File: config.mk
export PLATFORM = sky130hd
export DESIGN_NAME = ifu_prefetch
export DESIGN_NICKNAME = d
export VERILOG_FILES = /design/src/rtl/ifu_prefetch.sv
export SDC_FILE = /design/constraint.sdc
export NUM_CORES = 1
export LEC_CHECK = 0
export CAP_MARGIN = 20
export CORE_ASPECT_RATIO = 1.1
export CORE_MARGIN = 2
export CORE_UTILIZATION = 25
export CTS_BUF_LIST = sky130_fd_sc_hd__clkbuf_16
export DETAILED_ROUTE_END_ITERATION = 8
export SLEW_MARGIN = 20
export SYNTH_ARGS = -nofsm -noshare
export SYNTH_HDL_FRONTEND = slang
export SYNTH_SLANG_ARGS = --single-unit
File: constraint.sdc
create_clock -name clk_i -period 5 [get_ports clk_i]
set_input_delay 0.5 -clock clk_i [delete_from_list [all_inputs] [get_ports clk_i]]
set_output_delay 0.5 -clock clk_i [all_outputs]
set_load 0.01 [all_outputs]
File: src/rtl/ifu_prefetch.sv
// Instruction-fetch unit with an in-order prefetch queue. Requests allocate queue
// entries, responses fill them in order, and redirects flush the queue and drop stale responses.
module ifu_prefetch #(
  parameter int unsigned    XLEN     = 32,
  parameter int unsigned    ILEN     = 32,
  parameter int unsigned    DEPTH    = 4,
  parameter logic [XLEN-1:0] RESET_PC = 32'h8000_0000
) (
  input  logic                       clk_i,
  input  logic                       rst_i,
  input  logic                       redirect_valid_i,
  input  logic [XLEN-1:0]            redirect_pc_i,
  output logic                       req_valid_o,
  input  logic                       req_ready_i,
  output logic [XLEN-1:0]            req_addr_o,
  input  logic                       rsp_valid_i,
  input  logic [ILEN-1:0]            rsp_data_i,
  input  logic                       rsp_err_i,
  output logic                       inst_valid_o,
  input  logic                       inst_ready_i,
  output logic [ILEN-1:0]            inst_o,
  output logic [XLEN-1:0]            pc_o,
  output logic                       inst_err_o,
  output logic [$clog2(DEPTH+1)-1:0] occupancy_o
);

  localparam int unsigned PW = $clog2(DEPTH);
  localparam int unsigned CW = $clog2(DEPTH+1);

  typedef logic [PW-1:0] ptr_t;
  typedef logic [CW-1:0] cnt_t;

  localparam cnt_t DEPTH_C = cnt_t'(DEPTH);

  logic [XLEN-1:0]  pc_q   [DEPTH];
  logic [ILEN-1:0]  inst_q [DEPTH];
  logic [DEPTH-1:0] err_q;
  logic [DEPTH-1:0] filled_q;

  ptr_t            wr_ptr;
  ptr_t            fill_ptr;
  ptr_t            rd_ptr;
  cnt_t            count;
  cnt_t            pend_cnt;
  cnt_t            drop_cnt;
  logic [XLEN-1:0] fetch_pc;

  logic req_hs;
  logic rsp_drop;
  logic rsp_fill;
  logic pop;
  cnt_t inflight;
  cnt_t redirect_drop;
  logic unused_pc_bits;

  assign unused_pc_bits = ^redirect_pc_i[1:0];

  // Every allocated entry or dropped response holds one slot of the DEPTH budget.
  assign inflight    = count + drop_cnt;
  assign req_valid_o = rst_i & (inflight < DEPTH_C);
  assign req_addr_o  = fetch_pc;
  assign req_hs      = req_valid_o & req_ready_i;

  assign rsp_drop = rsp_valid_i & (drop_cnt != '0);
  assign rsp_fill = rsp_valid_i & (drop_cnt == '0) & (pend_cnt != '0);

  assign inst_valid_o = (count != '0) & filled_q[rd_ptr];
  assign pop          = inst_valid_o & inst_ready_i;
  assign inst_o       = inst_valid_o ? inst_q[rd_ptr] : '0;
  assign pc_o         = inst_valid_o ? pc_q[rd_ptr]   : '0;
  assign inst_err_o   = inst_valid_o & err_q[rd_ptr];
  assign occupancy_o  = count;

  // Everything still owed by memory after a flush must be discarded on arrival.
  assign redirect_drop = drop_cnt + pend_cnt + cnt_t'(req_hs) - cnt_t'(rsp_drop | rsp_fill);

  always_ff @(posedge clk_i) begin
    if (!rst_i) begin
      pc_q     <= '{default: '0};
      inst_q   <= '{default: '0};
      err_q    <= '0;
      filled_q <= '0;
      wr_ptr   <= '0;
      fill_ptr <= '0;
      rd_ptr   <= '0;
      count    <= '0;
      pend_cnt <= '0;
      drop_cnt <= '0;
      fetch_pc <= RESET_PC;
    end else if (redirect_valid_i) begin
      pc_q     <= '{default: '0};
      inst_q   <= '{default: '0};
      err_q    <= '0;
      filled_q <= '0;
      wr_ptr   <= '0;
      fill_ptr <= '0;
      rd_ptr   <= '0;
      count    <= '0;
      pend_cnt <= '0;
      drop_cnt <= redirect_drop;
      fetch_pc <= {redirect_pc_i[XLEN-1:2], 2'b00};
    end else begin
      if (req_hs) begin
        pc_q[wr_ptr]     <= fetch_pc;
        filled_q[wr_ptr] <= 1'b0;
        wr_ptr           <= wr_ptr + 1'b1;
        fetch_pc         <= fetch_pc + XLEN'(4);
      end
      if (rsp_drop) begin
        drop_cnt <= drop_cnt - 1'b1;
      end
      if (rsp_fill) begin
        inst_q[fill_ptr]   <= rsp_data_i;
        err_q[fill_ptr]    <= rsp_err_i;
        filled_q[fill_ptr] <= 1'b1;
        fill_ptr           <= fill_ptr + 1'b1;
      end
      // Fill targets an unfilled entry and pop a filled one, so their indices never collide.
      if (pop) begin
        pc_q[rd_ptr]     <= '0;
        inst_q[rd_ptr]   <= '0;
        err_q[rd_ptr]    <= 1'b0;
        filled_q[rd_ptr] <= 1'b0;
        rd_ptr           <= rd_ptr + 1'b1;
      end
      count    <= count + cnt_t'(req_hs) - cnt_t'(pop);
      pend_cnt <= pend_cnt + cnt_t'(req_hs) - cnt_t'(rsp_fill);
    end
  end

  // A response with nothing outstanding is a memory protocol error and is ignored.
  assert property (@(posedge clk_i) disable iff (!rst_i)
    rsp_valid_i |-> ((drop_cnt != '0) || (pend_cnt != '0)));

endmodule

; ---- Yosys cells after proc, flatten, opt, wreduce, memory -nomap -nowiden
; Index checks and enable logic that the tools add are counted.
[classes]
muxes = 50
add_sub_neg = 13
order_cmp = 13
bitwise_logic = 22
n_reduce_logical = 13
[ops]
columns = operator, count
row1 = 2-to-1 mux 128 bit, 8
row2 = 2-to-1 mux 32 bit, 11
row3 = bitwise AND 128 bit, 2
row4 = bitwise mux 128 bit, 2
row5 = demux 32 bit (select 2 bit), 3
row6 = binary-select mux 32 bit (select 2 bit), 2
row7 = inverter 128 bit, 1
row8 = 2-to-1 mux 4 bit, 11
row9 = "adder 32 x 3 -> 32 bit, second input constant", 1
row10 = bitwise AND 4 bit, 3
row11 = adder 3 x 1 -> 3 bit, 3
row12 = "greater-or-equal comparator 3 bit, second input constant", 3
row13 = "< comparator 2 x 3 -> 1 bit, second input constant", 3
row14 = "< comparator 3 x 1 -> 1 bit, second input constant", 3
row15 = inverter 2 -> 3 bit, 3
row16 = nonzero test 3 bit, 3
row17 = subtractor 3 x 1 -> 3 bit, 3
row18 = bitwise AND 1 bit, 8
row19 = inverter 4 bit, 2
row20 = "adder 2 x 1 -> 2 bit, second input constant", 3
row21 = adder 3 bit, 2
row22 = demux 1 bit (select 2 bit), 3
row23 = "greater-or-equal comparator 2 x 1 -> 1 bit, second input constant", 3
row24 = logical AND 1 bit, 6
row25 = other kinds (12), 19
[word_totals]
ff_bits = 311
in_bits = 71

; ---- Longest topological paths before layout
; Gate-level depths: netlist of run 1.
[depth]
word_depth = 15
ltp_mapped = 15
mapped_depth_nobuf = 14

; ---- Worst setup path after synthesis of run 1
; Ideal clock, no wire load.
[synth_timing]
path_kind = reg-to-reg
start = register drop_cnt[0]
end = register drop_cnt[2]
synth_period_minus_slack_ns = 3.294
t_arrival_ns = 3.179
path_stages_with_launch = 16
setup_slack_ns = 1.706
required_time_ns = 4.885
path_cell_list = dfxtp_1 > inv_1 > ha_1 > and4bb_2 > buf_4 > or2_2 > ha_1 > xor2_1 > ha_1 > o21bai_1 > fa_1 > xnor2_1 > xnor2_1 > a22oi_1 > xnor2_1 > and2_1
[synth_via]
elab_chain_len = 7
[synth_rtl]
columns = element, line
row1 = "start, declared", 45  ; cnt_t drop_cnt;
row2 = "start signal, assigned", 100  ; drop_cnt <= redirect_drop;
row3 = "start signal, assigned", 110  ; drop_cnt <= drop_cnt - 1'b1;
row4 = adder 3 bit, 59  ; assign inflight = count + drop_cnt;
row5 = < comparator 3 bit, 60  ; assign req_valid_o = rst_i & (inflight < DEPTH_C);
row6 = bitwise AND 1 bit, 60
row7 = bitwise AND 1 bit, 62  ; assign req_hs = req_valid_o & req_ready_i;
row8 = adder 3 x 1 -> 3 bit, 75  ; assign redirect_drop = drop_cnt + pend_cnt + cnt_t'(req_hs) - cnt_t'(rsp_drop | rsp_fill);
row9 = subtractor 3 x 1 -> 3 bit, 75
row10 = 2-to-1 mux 3 bit, 90  ; end else if (redirect_valid_i) begin
; Several ways; a longest one is shown, not always the timed one. The select of a mux whose other input is x is not followed.
; A chain may end at the register's enable or synchronous reset.

; ---- Worst setup path in the final report of run 1
[layout_timing]
start = register rd_ptr[0]
end = output pc_o[20]
[layout_via]
elab_chain_len = 5
[layout_rtl]
columns = element, line
row1 = "start, declared", 42  ; ptr_t rd_ptr;
row2 = "start signal, assigned", 124  ; rd_ptr <= rd_ptr + 1'b1;
row3 = inverter 2 -> 3 bit (implied by the code), 70  ; assign pc_o = inst_valid_o ? pc_q[rd_ptr] : '0;
row4 = binary-select mux 32 bit (select 2 bit), 70
row5 = 2-to-1 mux 32 bit (implied by the code) (2 in series), 70
row6 = 2-to-1 mux 32 bit *, 70
row7 = "end, declared", 22  ; output logic [XLEN-1:0] pc_o,
; Every way passes the cells marked *; elsewhere a longest branch is shown, timed or not. The select of a mux whose other input is x is not followed.

==> reports/metrics.yaml, run 1 <==
path_clk_slew_ns: 0.06
crit_arrival_ns: 3.28
tightest_slew_ns: 1.12
syn_inst: 1643
fin_hold_ws_ns: 0.428
ys_seq_area_share_pct: 42.3
vias: 12100
worstHoldPathType: "reg2reg"
drc: 0
portBuffers: 168
grt_pass1_wl_um: 73400
post-route-util_pct: 31.2
drtPass1Iterations: 7
synth_ff_type: "dfxtp_1"
fin_tns_setup_ns: 0
ys.warnings.count: 0
skew_ns: 0.0191
finish.net_count: 1838
post_cts_buffers: 0
wire_per_inst_um: 18.8
powerDensity_nw_per_um2: 318
antenna_cells: 0
path_class: "reg2out"
cts_hold_buf: 0
cp-start-kind: "flop"
crit-reg2reg-launch: "drop_cnt[0]$_SDFFE_PN0P_"
cts_resized: 0
drive_above_1_share_pct: 18.9
ff_latch_area_sq_um: 6190
period_share_pct: 75.5
gp_congestion: 0.801
fmax_mhz: 265
status: "complete, no violations"
die_area_sq_um: 60400
syn-cell-area_sq_um: 14600
synth_edf_count: 0
core_area_sq_um: 57600
ys_seq_elements: 309
nFillCells: 6015
slew_headroom_pct: 25.5
rows: 92
drv_cap: 0
grt_setup_unrepaired: "false"
min_period_ns: 3.78
cts_buffers: 38
design_area_sq_um: 18000
cts_tree: "yes"
r2r_end: "drop_cnt[2]$_SDFFE_PN0P_"
track_usage_pct: 15.7
routed_wl_um: 47400
critPathLaunch: "rd_ptr[0]$_SDFFE_PP0N_"
leakage_nw: 5.35
placed_cells: 2453
area_growth_pct: 22.9
cts_root_buffer: "clkbuf_16"
syn_avg_cell_area_sq_um: 8.89
multi_input_area_sq_um: 7670
final_cell_mix: "nand2_1, dfxtp_1, clkdlybuf4s50_1, a21oi_2, a21oi_1"
final_common_cell: "nand2_1"
ir_worst_vdd_v: 0.000170
reg2reg_depth: 14
async_flop_share_pct: 0
slew_violations: 0
crit_path_end_kind: "output port"
ios: 173
finalHoldViolCount: 0
die_w_um: 235
start_util_pct: 25.4
synth_cell_types: 57
fin_cells: 2522
antenna_found_initial: 2
place_area_sq_um: 16800
grt_pass1_vias: 12600
via_per_inst: 4.81
grt_remaining_overflow: 0
min_from: "pc_q[1]$_SDFF_PP0_"
die_h_um: 258
rrSetupSlack_ns: 1.56
grt_max_degree: 60
required_ns: 4.50
ant_nets: 0
clk_latency_ns: 0.55
clock_sinks: 309
place_hpwl_um: 28600
drt_iter0_drc: 824
critPathMaxFanout: 38
htreeDepth: 2
clockBufferDepth: 3
endpoint: "pc_o[20]"
setup_viol: 0
how the worst min path moves through the flow:
stage,to,slack (ns),depth (start not counted)
floorplan,pc_q[32]$_SDFF_PP0_,0.41,2
global placement,pc_q[96]$_SDFF_PP0_,0.41,2
detailed placement,pc_q[1]$_SDFF_PP0_,0.42,2
CTS,pc_q[1]$_SDFF_PP0_,0.43,2
global route,pc_q[64]$_SDFF_PP0_,0.45,2
finish,pc_q[1]$_SDFF_PP0_,0.43,2
through the flow:
step	power, mW	worst slack [ns]
CTS	5.77	1.13
global placement	3.15	1.20
floorplan	2.93	1.71
global route	5.93	1.06
finish	5.71	1.22
detailed placement	3.15	1.27
flip-flops by register name, summed over array words and instances (netlist names), 3 cells and up:
| name | count |
|---|---|
| occupancy_o | 3 |
| pc_q | 128 |
| err_q | 4 |
| filled_q | 4 |
| pend_cnt | 3 |
| inst_q | 128 |
| drop_cnt | 3 |
| req_addr_o | 30 |
layout make-up:
cell class | instances | area share [%]
timing repair buffer | 200 | 10.7
inverter | 20 | 0.418
multi-input combinational | 1172 | 42.7
tap | 752 | 5.24
clock buffer | 39 | 5.43
sequential | 309 | 34.5
clock inverter | 30 | 1.06
Yosys cell counts (2+ instances only):
| cell | n | area share (%) |
|---|---|---|
| a21boi_0 | 2 | 0.10 |
| a21o_1 | 4 | 0.21 |
| a21oi_1 | 116 | 4.0 |
| a21oi_2 | 160 | 9.6 |
| a31oi_1 | 7 | 0.30 |
| and2_1 | 9 | 0.39 |
| and2b_1 | 9 | 0.46 |
| and3_1 | 10 | 0.43 |
| buf_1 | 6 | 0.15 |
| buf_2 | 39 | 1.3 |
| buf_4 | 9 | 0.46 |
| buf_6 | 17 | 1.3 |
| clkbuf_1 | 71 | 1.8 |
| dfxtp_1 | 309 | 42 |
| fa_1 | 3 | 0.41 |
| ha_1 | 23 | 2.0 |
| inv_1 | 20 | 0.51 |
| mux2i_1 | 3 | 0.21 |
| mux4_2 | 66 | 10 |
| nand2_1 | 533 | 14 |
| nand3_1 | 22 | 0.75 |
| nand4_1 | 14 | 0.60 |
| nor2_1 | 26 | 0.67 |
| nor2b_1 | 57 | 2.4 |
| nor3_1 | 3 | 0.10 |
| nor4_1 | 3 | 0.13 |
| nor4_2 | 2 | 0.17 |
| o211a_1 | 2 | 0.14 |
| o21ai_0 | 31 | 1.1 |
| o21ba_2 | 2 | 0.14 |
| o31ai_1 | 2 | 0.10 |
| or3_1 | 4 | 0.17 |
| or4_1 | 2 | 0.10 |
| xnor2_1 | 14 | 0.84 |
| xor2_1 | 21 | 1.3 |
where the power goes:
part | leakage, nW | total, mW | internal (mW) | switching (mW)
logic | 2.26 | 0.537 | 0.218 | 0.319
clock network | 0.599 | 2.61 | 1.48 | 1.13
registers | 2.50 | 2.57 | 2.50 | 0.0671
total | 5.35 | 5.71 | 4.20 | 1.52
routing by layer:
metal	part of all wire, %	up-vias	global-route usage, %
li1	-	5703	-
met1	42	5935	19.3
met2	49	421	26.9
met3	7.5	69	3.82
met4	2.2	2	4.42
met5	0.027	-	0
critical path, stage by stage (launching register included):
cell and delay [ns]:
dfxtp_4 0.55, mux4_2 0.60, o31ai_4 0.27, buf_4 0.59
and2b_1 0.24, clkdlybuf4s50_1 0.47
cell families after synthesis:
kind of cell    count (synthesis)  share of synthesized area (%)
simple gates                  705                           20.9
fa+ha+maj                      26                           2.38
other cells                     1                         0.0257
buf+inv                       163                           5.63
mux                            69                           10.4
flops                         309                           42.3
compound gates                334                           16.2
xor+xnor                       36                           2.21
(Power assumes the default switching activity.)
==> run 2: changes to the inputs <==
==> constraint.sdc (replaced) <==
create_clock -name clk_i -period 3.78 [get_ports clk_i]
set_input_delay 0.378 -clock clk_i [delete_from_list [all_inputs] [get_ports clk_i]]
set_output_delay 0.378 -clock clk_i [all_outputs]
set_load 0.01 [all_outputs]
==> reports/metrics.yaml, run 2 (synthesized netlist as in run 1, its figures left out) <==
status: "complete, no violations"
skew_ns: 0.0417  # +0.0226 ns
ir_worst_vdd_v: 0.000258  # +52%
place_hpwl_um: 28400  # -0.58%
path_class: "reg2out"
slew_headroom_pct: 32.4  # +7.0 points
core_area_sq_um: 57600  # unchanged
htreeDepth: 2  # unchanged
grt_pass1_vias: 12400  # -1.2%
clk_latency_ns: 0.57  # +0.02 ns
antenna_cells: 0  # unchanged
design_area_sq_um: 18200  # +1.1%
powerDensity_nw_per_um2: 432  # +36%
cts_root_buffer: "clkbuf_16"
cts_resized: 0  # unchanged
clock_sinks: 309  # unchanged
die_area_sq_um: 60400  # unchanged
finalHoldViolCount: 0  # unchanged
cts_tree: "yes"
slew_violations: 0  # unchanged
critPathMaxFanout: 32  # -16%
fmax_mhz: 291
final_common_cell: "nand2_1"
drv_cap: 0  # unchanged
crit_arrival_ns: 3.06  # -0.22 ns
pwr-share-clk_pct: 47.4  # +1.7 points
grt.met1_usage_pct: 19.4  # +0.057 points
final_cell_mix: "nand2_1, dfxtp_1, clkdlybuf4s50_1, a21oi_2, a21oi_1"
rows: 92  # unchanged
grt_max_degree: 70  # +17%
portBuffers: 168  # unchanged
min_from: "redirect_pc_i[16]"
leakage_nw: 5.43  # +1.4%
start_util_pct: 25.4  # unchanged
cp_top_family: "buffers and inverters"
drive_above_1_share_pct: 19.1  # +0.19 points
cts_hold_buf: 0  # unchanged
grt_setup_unrepaired: "false"
slowest_stage: "clkdlybuf4s50_1"
wire_per_inst_um: 18.7  # -0.54%
die_h_um: 258  # unchanged
min_period_ns: 3.44
worstHoldPathType: "in2reg"
grt_remaining_overflow: 0  # unchanged
crit_path_end_kind: "output port"
track_usage_pct: 15.4  # -0.29 points
grt_use_met2_pct: 26.6  # -0.33 points
grt_pass1_wl_um: 72100  # -1.8%
power_frac_comb_pct: 9.2  # -0.2 points
tightest_slew_ns: 1.01  # -0.105 ns
place_area_sq_um: 16900  # +0.61%
path_clk_slew_ns: 0.06  # about the same
setup_viol: 0  # unchanged
gp_congestion: 0.803  # +0.19%
vias: 12200  # +0.31%
p_sw_mw: 2.02  # +33%
slowest_delay_ns: 0.53  # -0.07 ns
ant_nets: 0  # unchanged
busiest_layer: "met2"
grt_util_met3_pct: 3.13  # -0.70 points
clockBufferDepth: 3  # unchanged
rrSetupSlack_ns: 0.40  # -1.16 ns
via_per_inst: 4.83  # +0.39%
pwr-share-seq_pct: 43.3  # -1.6 points
drt_iter0_drc: 956  # +16%
area_growth_pct: 24.3
sw_frac_of_total_pct: 25.8  # -0.78 points
drtPass1Iterations: 5  # -2
finish.net_count: 1839  # +0.054%
drc: 0  # unchanged
internal_power_mw: 5.82  # +39%
die_w_um: 235  # unchanged
path_cells: "ha_1, a31oi_1, xnor2_4, buf_4, and2_1, clkdlybuf4s50_1"
fin_tns_setup_ns: 0  # unchanged
antenna_found_initial: 2  # unchanged
required_ns: 3.40  # -1.10 ns
crit-reg2reg-launch: "drop_cnt[0]$_SDFFE_PN0P_"
cts_buffers: 37  # -2.6%
ios: 173  # unchanged
routed_wl_um: 47200  # -0.62%
critPathLaunch: "occupancy_o[1]$_SDFF_PP0_"
crit_buf_inv: 2  # unchanged
post_cts_buffers: 0  # unchanged
cp-start-kind: "flop"
period_share_pct: 91.0
power.total_mw: 7.84  # +37%
[run 2: cell count changes in the layout (fill, tap and decap cells not counted), moves of 2 or more]
cell / change
buf_12: +7
buf_4: -5
bufinv_16: +5
clkbuf_16: -2
clkinv_1: -4
clkinv_16: +2
[run 2: worst reg2reg max path: stages (launching register included)]
cell and delay [ns]:
dfxtp_1 0.37, inv_1 0.10, ha_1 0.22, and4bb_2 0.23, or2_2 0.30, ha_1 0.30
xor2_1 0.17, ha_1 0.18, o21bai_1 0.17, fa_1 0.44, xnor2_1 0.25, xnor2_1 0.15
a22oi_1 0.10, xnor2_1 0.13, and2_1 0.15
[run 2: worst paths after layout]
kind,to,depth (start not counted)
setup / recovery,req_valid_o,6
hold / removal,req_addr_o[16]$_SDFFE_PN0P_,3
setup reg to reg,drop_cnt[2]$_SDFFE_PN0P_,14
hold reg to reg,pc_q[0]$_SDFF_PP0_,2
[run 2: metal layers]
metal	wire length, um	vias to the layer above
met3	3030	68
met4	907	0
met1	20100	6000
li1	-	5688
met2	23200	412
met5	0	-
[run 2: area by class of cell]
type | instances | area [sq um]
Clock buffer | 37 | 926
Clock inverter | 28 | 337
Tap cell | 752 | 941
Multi-Input combinational cell | 1172 | 7670
Fill cell | 5917 | 39400
Timing Repair Buffer | 202 | 2020
Inverter | 20 | 75.1
Sequential cell | 309 | 6190
[run 2: metrics by stage]
step	worst slack, ns	hold WS, ns	util, %	cells
after global placement	0.284	0.413	29.4	2455
after CTS	0.283	0.391	31.6	2520
after detailed placement	0.307	0.419	29.4	2455
after floorplan	0.486	0.406	-	1644
final	0.340	0.420	31.6	2520
after global routing	0.142	0.420	31.6	2520
[run 2: power by group through the flow]
stage | logic [mW] | clock network, mW | registers, mW
floorplan | 0.454 | 0 | 3.43
global placement | 0.710 | 0 | 3.47
detailed placement | 0.717 | 0 | 3.47
global route | 0.788 | 3.93 | 3.41
CTS | 0.722 | 3.80 | 3.40
finish | 0.723 | 3.72 | 3.40
==> run 3: changes to the inputs <==
--- a/config.mk
+++ b/config.mk
@@ -10,8 +10,9 @@
 export CORE_MARGIN = 2
 export CORE_UTILIZATION = 25
 export CTS_BUF_LIST = sky130_fd_sc_hd__clkbuf_16
+export CTS_CLUSTER_SIZE = 30
 export DETAILED_ROUTE_END_ITERATION = 8
-export SLEW_MARGIN = 20
+export SLEW_MARGIN = 5
 export SYNTH_ARGS = -nofsm -noshare
 export SYNTH_HDL_FRONTEND = slang
 export SYNTH_SLANG_ARGS = --single-unit
==> results of run 3 <==
The final DEF is identical to that of run 2; final timing and power are the same.
